## config.mk

```make
export PLATFORM = sky130hd
export DESIGN_NAME = display_timings
export DESIGN_NICKNAME = d
export VERILOG_FILES = /design/src/rtl/display_timing_pkg.sv /design/src/rtl/display_axis_counter.sv /design/src/rtl/display_timings.sv
export SDC_FILE = /design/constraint.sdc
export NUM_CORES = 1
export LEC_CHECK = 0
export ABC_AREA = 1
export BUFFER_PORTS_ARGS = -buffer_cell sky130_fd_sc_hd__buf_4
export CAP_MARGIN = 40
export CORE_MARGIN = 4
export CORE_UTILIZATION = 35
export DETAILED_ROUTE_END_ITERATION = 6
export GPL_TIMING_DRIVEN = 0
export SLEW_MARGIN = 20
export SYNTH_ARGS = -nofsm -noshare
export SYNTH_HDL_FRONTEND = slang
export SYNTH_HIERARCHICAL = 1
export SYNTH_SLANG_ARGS = --single-unit
```

## constraint.sdc

```tcl
create_clock -name i_pix_clk -period 3.1 [get_ports i_pix_clk]
set_input_delay 0.62 -clock i_pix_clk [delete_from_list [all_inputs] [get_ports i_pix_clk]]
set_output_delay 0.62 -clock i_pix_clk [all_outputs]
set_load 0.03 [all_outputs]
```

## src/rtl/display_timing_pkg.sv

```systemverilog
// Shared mode constants and small helpers for the display timing generator.
// Standard modes are bundled as one struct so a mode can be selected as a unit.
package display_timing_pkg;

    localparam int COORD_W   = 16;
    localparam int MAX_TOTAL = 65536;

    typedef struct packed {
        int   h_res;
        int   h_fp;
        int   h_sync;
        int   h_bp;
        int   v_res;
        int   v_fp;
        int   v_sync;
        int   v_bp;
        logic h_pol;
        logic v_pol;
    } mode_t;

    localparam mode_t MODE_640X480P60 = '{
        h_res: 640, h_fp: 16, h_sync: 96, h_bp: 48,
        v_res: 480, v_fp: 10, v_sync: 2,  v_bp: 33,
        h_pol: 1'b0, v_pol: 1'b0
    };

    localparam mode_t MODE_1280X720P60 = '{
        h_res: 1280, h_fp: 110, h_sync: 40, h_bp: 220,
        v_res: 720,  v_fp: 5,   v_sync: 5,  v_bp: 20,
        h_pol: 1'b1, v_pol: 1'b1
    };

    // True when pos lies in the half-open window [lo, hi).
    function automatic logic in_window(input logic [COORD_W-1:0] pos, input int lo, input int hi);
        logic [31:0] p;
        p = 32'(pos);
        return (p >= 32'(lo)) && (p < 32'(hi));
    endfunction

endpackage

```

## src/rtl/display_axis_counter.sv

```systemverilog
// One timing axis: position counter with wrap, sync-at-polarity and active-area flags.
// The same block serves the horizontal (step every enabled pixel) and vertical axis.
module display_axis_counter
    import display_timing_pkg::*;
#(
    parameter int   RES  = 640,
    parameter int   FP   = 16,
    parameter int   SYNC = 96,
    parameter int   BP   = 48,
    parameter logic POL  = 1'b0
) (
    input  logic               clk,
    input  logic               rst_n,
    input  logic               step,
    output logic [COORD_W-1:0] count,
    output logic               wrap,
    output logic               sync,
    output logic               active
);

    localparam int TOTAL      = RES + FP + SYNC + BP;
    localparam int SYNC_START = RES + FP;
    localparam int SYNC_END   = RES + FP + SYNC;
    localparam logic [COORD_W-1:0] LAST = COORD_W'(TOTAL - 1);

    // Decode position flags from the current count.
    always_comb begin
        wrap   = (count == LAST);
        sync   = in_window(count, SYNC_START, SYNC_END) ? POL : ~POL;
        active = in_window(count, 0, RES);
    end

    // Position counter: steps on enable, wraps after the last position.
    always_ff @(posedge clk) begin
        if (!rst_n) begin
            count <= {COORD_W{1'b0}};
        end else if (step) begin
            if (wrap) begin
                count <= {COORD_W{1'b0}};
            end else begin
                count <= count + 16'd1;
            end
        end else begin
            count <= count;
        end
    end

endmodule

```

## src/rtl/display_timings.sv

```systemverilog
// Video timing generator: raster counters plus registered sync, data-enable,
// strobes and coordinates, all one cycle behind the internal counters.
module display_timings
    import display_timing_pkg::*;
#(
    parameter int   H_RES  = MODE_640X480P60.h_res,
    parameter int   H_FP   = MODE_640X480P60.h_fp,
    parameter int   H_SYNC = MODE_640X480P60.h_sync,
    parameter int   H_BP   = MODE_640X480P60.h_bp,
    parameter int   V_RES  = MODE_640X480P60.v_res,
    parameter int   V_FP   = MODE_640X480P60.v_fp,
    parameter int   V_SYNC = MODE_640X480P60.v_sync,
    parameter int   V_BP   = MODE_640X480P60.v_bp,
    parameter logic H_POL  = MODE_640X480P60.h_pol,
    parameter logic V_POL  = MODE_640X480P60.v_pol
) (
    input  logic               i_pix_clk,
    input  logic               i_rst_n,
    input  logic               i_en,
    output logic               o_hs,
    output logic               o_vs,
    output logic               o_de,
    output logic               o_frame,
    output logic               o_line,
    output logic [COORD_W-1:0] o_x,
    output logic [COORD_W-1:0] o_y
);

    localparam int H_TOTAL = H_RES + H_FP + H_SYNC + H_BP;
    localparam int V_TOTAL = V_RES + V_FP + V_SYNC + V_BP;

    if (H_TOTAL > MAX_TOTAL || V_TOTAL > MAX_TOTAL) begin : g_total_check
        $error("display_timings: totals %0d x %0d exceed 16-bit coordinate range", H_TOTAL, V_TOTAL);
    end

    logic [COORD_W-1:0] h_count_s;
    logic [COORD_W-1:0] v_count_s;
    logic               h_wrap_s;
    logic               v_wrap_s;
    logic               h_sync_s;
    logic               v_sync_s;
    logic               h_active_s;
    logic               v_active_s;
    logic               v_step_s;
    logic               line_start_r;
    logic               frame_start_r;

    assign v_step_s = i_en & h_wrap_s;

    display_axis_counter #(
        .RES (H_RES),
        .FP  (H_FP),
        .SYNC(H_SYNC),
        .BP  (H_BP),
        .POL (H_POL)
    ) u_h_axis (
        .clk   (i_pix_clk),
        .rst_n (i_rst_n),
        .step  (i_en),
        .count (h_count_s),
        .wrap  (h_wrap_s),
        .sync  (h_sync_s),
        .active(h_active_s)
    );

    display_axis_counter #(
        .RES (V_RES),
        .FP  (V_FP),
        .SYNC(V_SYNC),
        .BP  (V_BP),
        .POL (V_POL)
    ) u_v_axis (
        .clk   (i_pix_clk),
        .rst_n (i_rst_n),
        .step  (v_step_s),
        .count (v_count_s),
        .wrap  (v_wrap_s),
        .sync  (v_sync_s),
        .active(v_active_s)
    );

    // Track whether the counters currently sit at x = 0 / (0,0); set by wrap instead of a wide compare.
    always_ff @(posedge i_pix_clk) begin
        if (!i_rst_n) begin
            line_start_r  <= 1'b1;
            frame_start_r <= 1'b1;
        end else if (i_en) begin
            line_start_r  <= h_wrap_s;
            frame_start_r <= h_wrap_s & v_wrap_s;
        end else begin
            line_start_r  <= line_start_r;
            frame_start_r <= frame_start_r;
        end
    end

    // Output register stage; strobes are suppressed on frozen cycles while levels hold.
    always_ff @(posedge i_pix_clk) begin
        if (!i_rst_n) begin
            o_x     <= {COORD_W{1'b0}};
            o_y     <= {COORD_W{1'b0}};
            o_hs    <= ~H_POL;
            o_vs    <= ~V_POL;
            o_de    <= 1'b0;
            o_frame <= 1'b0;
            o_line  <= 1'b0;
        end else if (i_en) begin
            o_x     <= h_count_s;
            o_y     <= v_count_s;
            o_hs    <= h_sync_s;
            o_vs    <= v_sync_s;
            o_de    <= h_active_s & v_active_s;
            o_frame <= frame_start_r;
            o_line  <= line_start_r;
        end else begin
            o_x     <= o_x;
            o_y     <= o_y;
            o_hs    <= o_hs;
            o_vs    <= o_vs;
            o_de    <= o_de;
            o_frame <= 1'b0;
            o_line  <= 1'b0;
        end
    end

endmodule
```

==> results of run 1 <==
## cells in the final DEF, fill, tap and decap left out, drive strengths merged
cell type  count
bufinv         3
clkbuf        10
nand3b         1
xor2          13
nor4           3
nor3           7
nand2        156
clkinv         3
o21bai         2
buf           50
a31oi          1
a21oi          4
nor2          80
ha             5
dfxtp         71
nand3         62
nand4          4
xnor2          2
inv           46
o21ai          5
## routing by layer
layer / vias to the layer above / part of all wire [%] / track usage (%)
met1: 1332 / 51 / 20.6
li1: 1581 / - / -
met4: 0 / 1.6 / 5.55
met3: 9 / 5.8 / 2.98
met5: - / 0 / 0
met2: 66 / 42 / 20.6
## worst paths after layout
kind                                        start                 end  slack, ps  cells after the start
worst max-delay path            u_h_axis/count[0]  u_v_axis/count[13]        650                     12
worst min-delay path                 line_start_r              o_line        430                      2
worst min register to register       line_start_r              o_line        430                      2
worst max register to register  u_h_axis/count[0]  u_v_axis/count[13]        650                     12
## synthesized netlist by cell type
library cell	instances	area, µm²
nor2_1	64	240
buf_4	1	7.51
inv_2	4	15.0
a31oi_1	1	6.26
a21oi_1	4	20.0
nand2_2	17	106
o21ai_1	1	5.00
o21bai_1	2	15.0
nor3_1	5	25.0
nand3_1	62	310
xor2_1	13	114
nor2_2	10	62.6
dfxtp_1	71	1420
nand2_1	137	514
inv_1	41	154
nor4_1	3	18.8
buf_12	1	20.0
xnor2_1	2	17.5
buf_2	7	35.0
o21ai_0	4	20.0
nand3b_1	1	7.51
nor2_4	6	67.6
nand2_4	2	22.5
inv_4	1	6.26
buf_8	2	30.0
ha_1	5	62.6
nand4_1	4	25.0
nor3_2	2	20.0
## power by group
group	switching (W)	internal (W)
Sequential	0.00000628	0.000920
Clock	0.000351	0.000533
Combinational	0.0000576	0.0000266
## flip-flops by register name, summed over array words and instances, names as in the netlist
| name | flops |
|---|---|
| o_x | 16 |
| o_y | 16 |
| u_h_axis/count | 16 |
| u_v_axis/count | 16 |
| frame_start_r | 1 |
| line_start_r | 1 |
| o_de | 1 |
| o_frame | 1 |
| o_hs | 1 |
| o_line | 1 |
| o_vs | 1 |
## through the flow
step	setup WS [ps]	power, W	instance area, µm²	hold WS, ps
after floorplan	1170	0.00100	3370	408
after global placement	693	0.00103	3820	419
after detailed placement	659	0.00103	3820	422
after CTS	650	0.00192	4060	433
after global routing	347	0.00196	4060	463
final	647	0.00189	4060	430
## kinds of logic (layout without fill, tap and decap cells)
family | after synthesis | count (layout) | synth area share [%]
and+or+nand+nor | 313 | 313 | 42.1
DFF | 71 | 71 | 42.2
buffers and inverters | 57 | 112 | 7.95
xor gates and xnor gates | 15 | 15 | 3.90
AOI/OAI and AO/OA | 12 | 12 | 1.97
adders and majority gates | 5 | 5 | 1.86
## area by class of cell
class / instances / share of cell area, %
Buffer: 11 / 2.28
Clock buffer: 10 / 3.14
Clock inverter: 6 / 2.68
Inverter: 46 / 4.31
Multi-Input combinational cell: 345 / 41.4
Sequential cell: 71 / 35.0
Tap cell: 129 / 3.98
Timing Repair Buffer: 39 / 7.21
## critical path, delay by kind of cell, from the launching register on
kind,cells,cell delay (ps)
fa+ha+maj,1,210
simple gates,9,1330
buf+inv,2,400
flops,1,400
==> impl_metrics.ini, run 1 <==
[run_status]
status = complete, no violations

[cells_and_area]
fill_cells = 995
multi_input_area_um2 = 1680
diodes = 0
area_growth_pct = 20.5
stdcell_count = 657
regArea_um2 = 1420
finalNetCount = 531
drive_above_1_share_pct = 20.3
utilization_pct = 43.7

[synth]
ys_types = 28
syn_area_per_cell_um2 = 7.12
syn_inst = 473
yosys_warnings = 6
synth_nets = 481
ys_seq_elements = 71
synth_seq_area_share_pct = 42.2
synthesis.area_um2 = 3370

[critical_path]
slowest_delay_ps = 460
critPathMaxFanout = 6
crit_top_cell = nand2_1
crit_chain = ha_1, nand3_1, nor4_1, nand2_1, inv_1, inv_1, nor2_4, nand2_4, nor2_1, nand2_1, nand2_1, nor2_1
setup.worst_path.class = register to register
critPathRequiredTime_ps = 3330
end_kind = register
cp_slowest_cell = nor4_1
cp-start-kind = register
cp.arrival_ps = 2690

[floorplan]
rows = 35
start_util_pct = 36.3
die_w_um = 106
dieArea_um2 = 11300
die_h_um = 106
core_area_um2 = 9280
ioPinCount = 40

[clock_tree]
holdBufCountCts = 0
cts_tree = done
cts_setup_buffers = 0
cts_made_buffers = 9
clkSlewWorstSetupHoldPaths_ps = 80
cts_buffer_depth = 2
root_buffer = clkbuf_8
post_cts_resized = 0
numClockSinks = 71
htree_levels = 3
insertion_delay_ps = 350

[flow_run]
cap_viol_max_count = 0

[grt]
track_usage_pct = 14.3
grt_max_degree = 13
globalRouteOverflowTotal = 0
grt_pass1_vias = 2694
grt_pass1_wl_mm = 13.0
antenna_found_initial = 0

[pwr]
leakage_nw = 1.84
p_per_area_nw_per_um2 = 467
peakVddDrop_uv = 223

[placed_design]
place.gp.congestion = 0.884
dp.cells = 641
port_buffers = 39
dp_hpwl_mm = 5.78

[routing]
via_per_inst = 4.55
drt-total-wl_mm = 7.79
first_pass_iters = 5
first_iter_violations = 223
vias = 2988
drc = 0
avgRoutedWirePerCell_um = 11.8
ant_nets = 0

[sta]
fin_crit_sh_pct = 79.1
final_max_slew_viol_count = 0
fin_worst_skew_ps = 8.83
setup_viol = 0
worst_pin_slew_ps = 416
min_period_ps = 2450
fin_setup_tns_ps = 0
hold_viol = 0
fmax_mhz = 408
rsz0062_at_grt = false
slew_headroom_pct = 72.0

[min_path]
worst_hold_path_type = register to register
No activity file was read; power rests on OpenSTA's default activity.
==> run 2, diff against run 1 <==
==> constraint.sdc (replaced) <==
create_clock -name i_pix_clk -period 2.25 [get_ports i_pix_clk]
set_input_delay 0.45 -clock i_pix_clk [delete_from_list [all_inputs] [get_ports i_pix_clk]]
set_output_delay 0.45 -clock i_pix_clk [all_outputs]
set_load 0.03 [all_outputs]
==> run 2 against run 1 <==
  * Global-route usage about the same
  * Via count increased by 0.57%
  * Critical endpoint unchanged
  * Largest cell class unchanged
  * Critical path depth unchanged
  * Flip-flop and latch count unchanged
  * Die area unchanged
  * Clock-buffer cell count unchanged
  * Clock power increased by 38%
  * Combinational power increased by 38%
  * Highest routed layer unchanged
==> impl_metrics.ini, run 2 (synthesized netlist as in run 1, its figures left out) <==
[sta]
fin_worst_skew_ps = 9.89
fmax_mhz = 476
final_max_slew_viol_count = 0
min_period_ps = 2100
hold_viol = 0
fin_crit_sh_pct = 93.4
whs_ps = 432
slew_headroom_pct = 77.3
worst_pin_slew_ps = 337
setup_viol = 0

[critical_path]
crit_chain = ha_2, nand3_2, nor4_4, nand2_2, inv_2, inv_1, nor2_4, nand2_4, nor2_1, nand2_1, nand2_1, nor2_1
end_kind = register
critPathMaxFanout = 6
setup.worst_path.class = register to register
critPathRequiredTime_ps = 2490
cp.arrival_ps = 2340
cp-start-kind = register
cp_slowest_cell = dfxtp_2
regToRegSetupSlack_ps = 150
rr_worst_depth = 12
reg2reg_from = u_h_axis/count[0]
path_buf_inv = 2
slowest_delay_ps = 370
rr_endpoint = u_v_axis/count[13]
critPathTopFamily = simple AND/OR/NAND/NOR gates

[routing]
via_per_inst = 4.56
avgRoutedWirePerCell_um = 11.9
vias = 3005
drt-total-wl_mm = 7.86
first_iter_violations = 194
drc = 0
ant_nets = 0
first_pass_iters = 5

[placed_design]
port_buffers = 39
dp_hpwl_mm = 5.78
place.gp.congestion = 0.884

[clock_tree]
cts_tree = done
numClockSinks = 71
root_buffer = clkbuf_8
cts_buffer_depth = 2
insertion_delay_ps = 350
htree_levels = 3
cts_made_buffers = 9
clkSlewWorstSetupHoldPaths_ps = 80

[cells_and_area]
area_growth_pct = 21.8
final_cell_mix = 136 x nand2_1, 67 x dfxtp_1, 64 x nor2_1
utilization_pct = 44.2
finalNetCount = 533
drive_above_1_share_pct = 22.3
diodes = 0
final_common_cell = nand2_1

[pwr]
leakage_nw = 1.85
peakVddDrop_uv = 302
p_per_area_nw_per_um2 = 637

[grt]
track_usage_pct = 14.3
grt_pass1_vias = 2709
grt_max_degree = 13
grt_pass1_wl_mm = 13.0
globalRouteOverflowTotal = 0
antenna_found_initial = 0

[min_path]
worstHoldPathCells = 2
worst_hold_path_type = register to register
hp-start = line_start_r
hold_path_end = o_line

[floorplan]
ioPinCount = 40
start_util_pct = 36.3
rows = 35
die_w_um = 106
die_h_um = 106
core_area_um2 = 9280
dieArea_um2 = 11300

[run_status]
status = complete, no violations

[flow_run]
cap_viol_max_count = 0
==> run 2: metrics by stage <==
stage	area [µm²]	instances	setup slack, ps	power (W)	TNS (ps)
floorplan	3370	473	320	0.00138	0
global placement	3820	641	-157	0.00142	-816
detailed placement	3820	641	-191	0.00142	-1000
CTS	4070	657	60.0	0.00264	0
global route	4110	659	-39.4	0.00270	-78.7
finish	4110	659	148	0.00261	0
==> run 2: worst max-delay path by stage <==
| stage | start | to | slack [ps] | cells after the start |
|---|---|---|---|---|
| floorplan | u_h_axis/count[0] | u_v_axis/count[13] | 320 | 12 |
| global placement | u_h_axis/count[0] | u_v_axis/count[13] | -160 | 12 |
| detailed placement | u_h_axis/count[0] | u_v_axis/count[13] | -190 | 12 |
| CTS | u_h_axis/count[8] | u_v_axis/count[13] | 60 | 13 |
| global route | u_h_axis/count[1] | u_v_axis/count[13] | -40 | 12 |
| finish | u_h_axis/count[0] | u_v_axis/count[13] | 150 | 12 |
==> run 2: cell type report <==
type                    count  area (µm²)
multi-input cells         345        1710
fillers                   996        5180
plain buffers              11        92.6
repair buffers             41         308
clock inverters             6         109
flip-flops and latches     71        1430
inverters                  46         175
clock buffers              10         128
well taps                 129         161
==> run 2: per-layer routing <==
layer	share of wire [%]	up-vias	global-route usage (%)	wire (µm)
met2	41	70	20.6	3240
met3	4.9	12	3.22	387
li1	-	1587	-	-
met4	1.8	0	5.83	140
met5	0	-	0	0
met1	52	1336	20.5	4090
==> run 2: repair_timing <==
action,CTS,global route
resized for setup,2,8
hold buffers,0,0
pin swaps,1,2
buffers inserted,0,2
setup endpoints to repair,10,12
==> run 2: worst reg2reg max path: stages (launching register included) <==
cell	delay [ps]
dfxtp_2	370
ha_2	210
nand3_2	150
nor4_4	370
nand2_2	120
inv_2	140
inv_1	130
nor2_4	160
nand2_4	90
nor2_1	100
nand2_1	60
nand2_1	60
nor2_1	30
==> run 2: power breakdown <==
group | switching (W) | internal [W] | leakage [nW]
registers | 0.00000895 | 0.00127 | 0.576
clock network | 0.000484 | 0.000735 | 0.120
logic | 0.0000794 | 0.0000370 | 1.15
total | 0.000573 | 0.00204 | 1.85
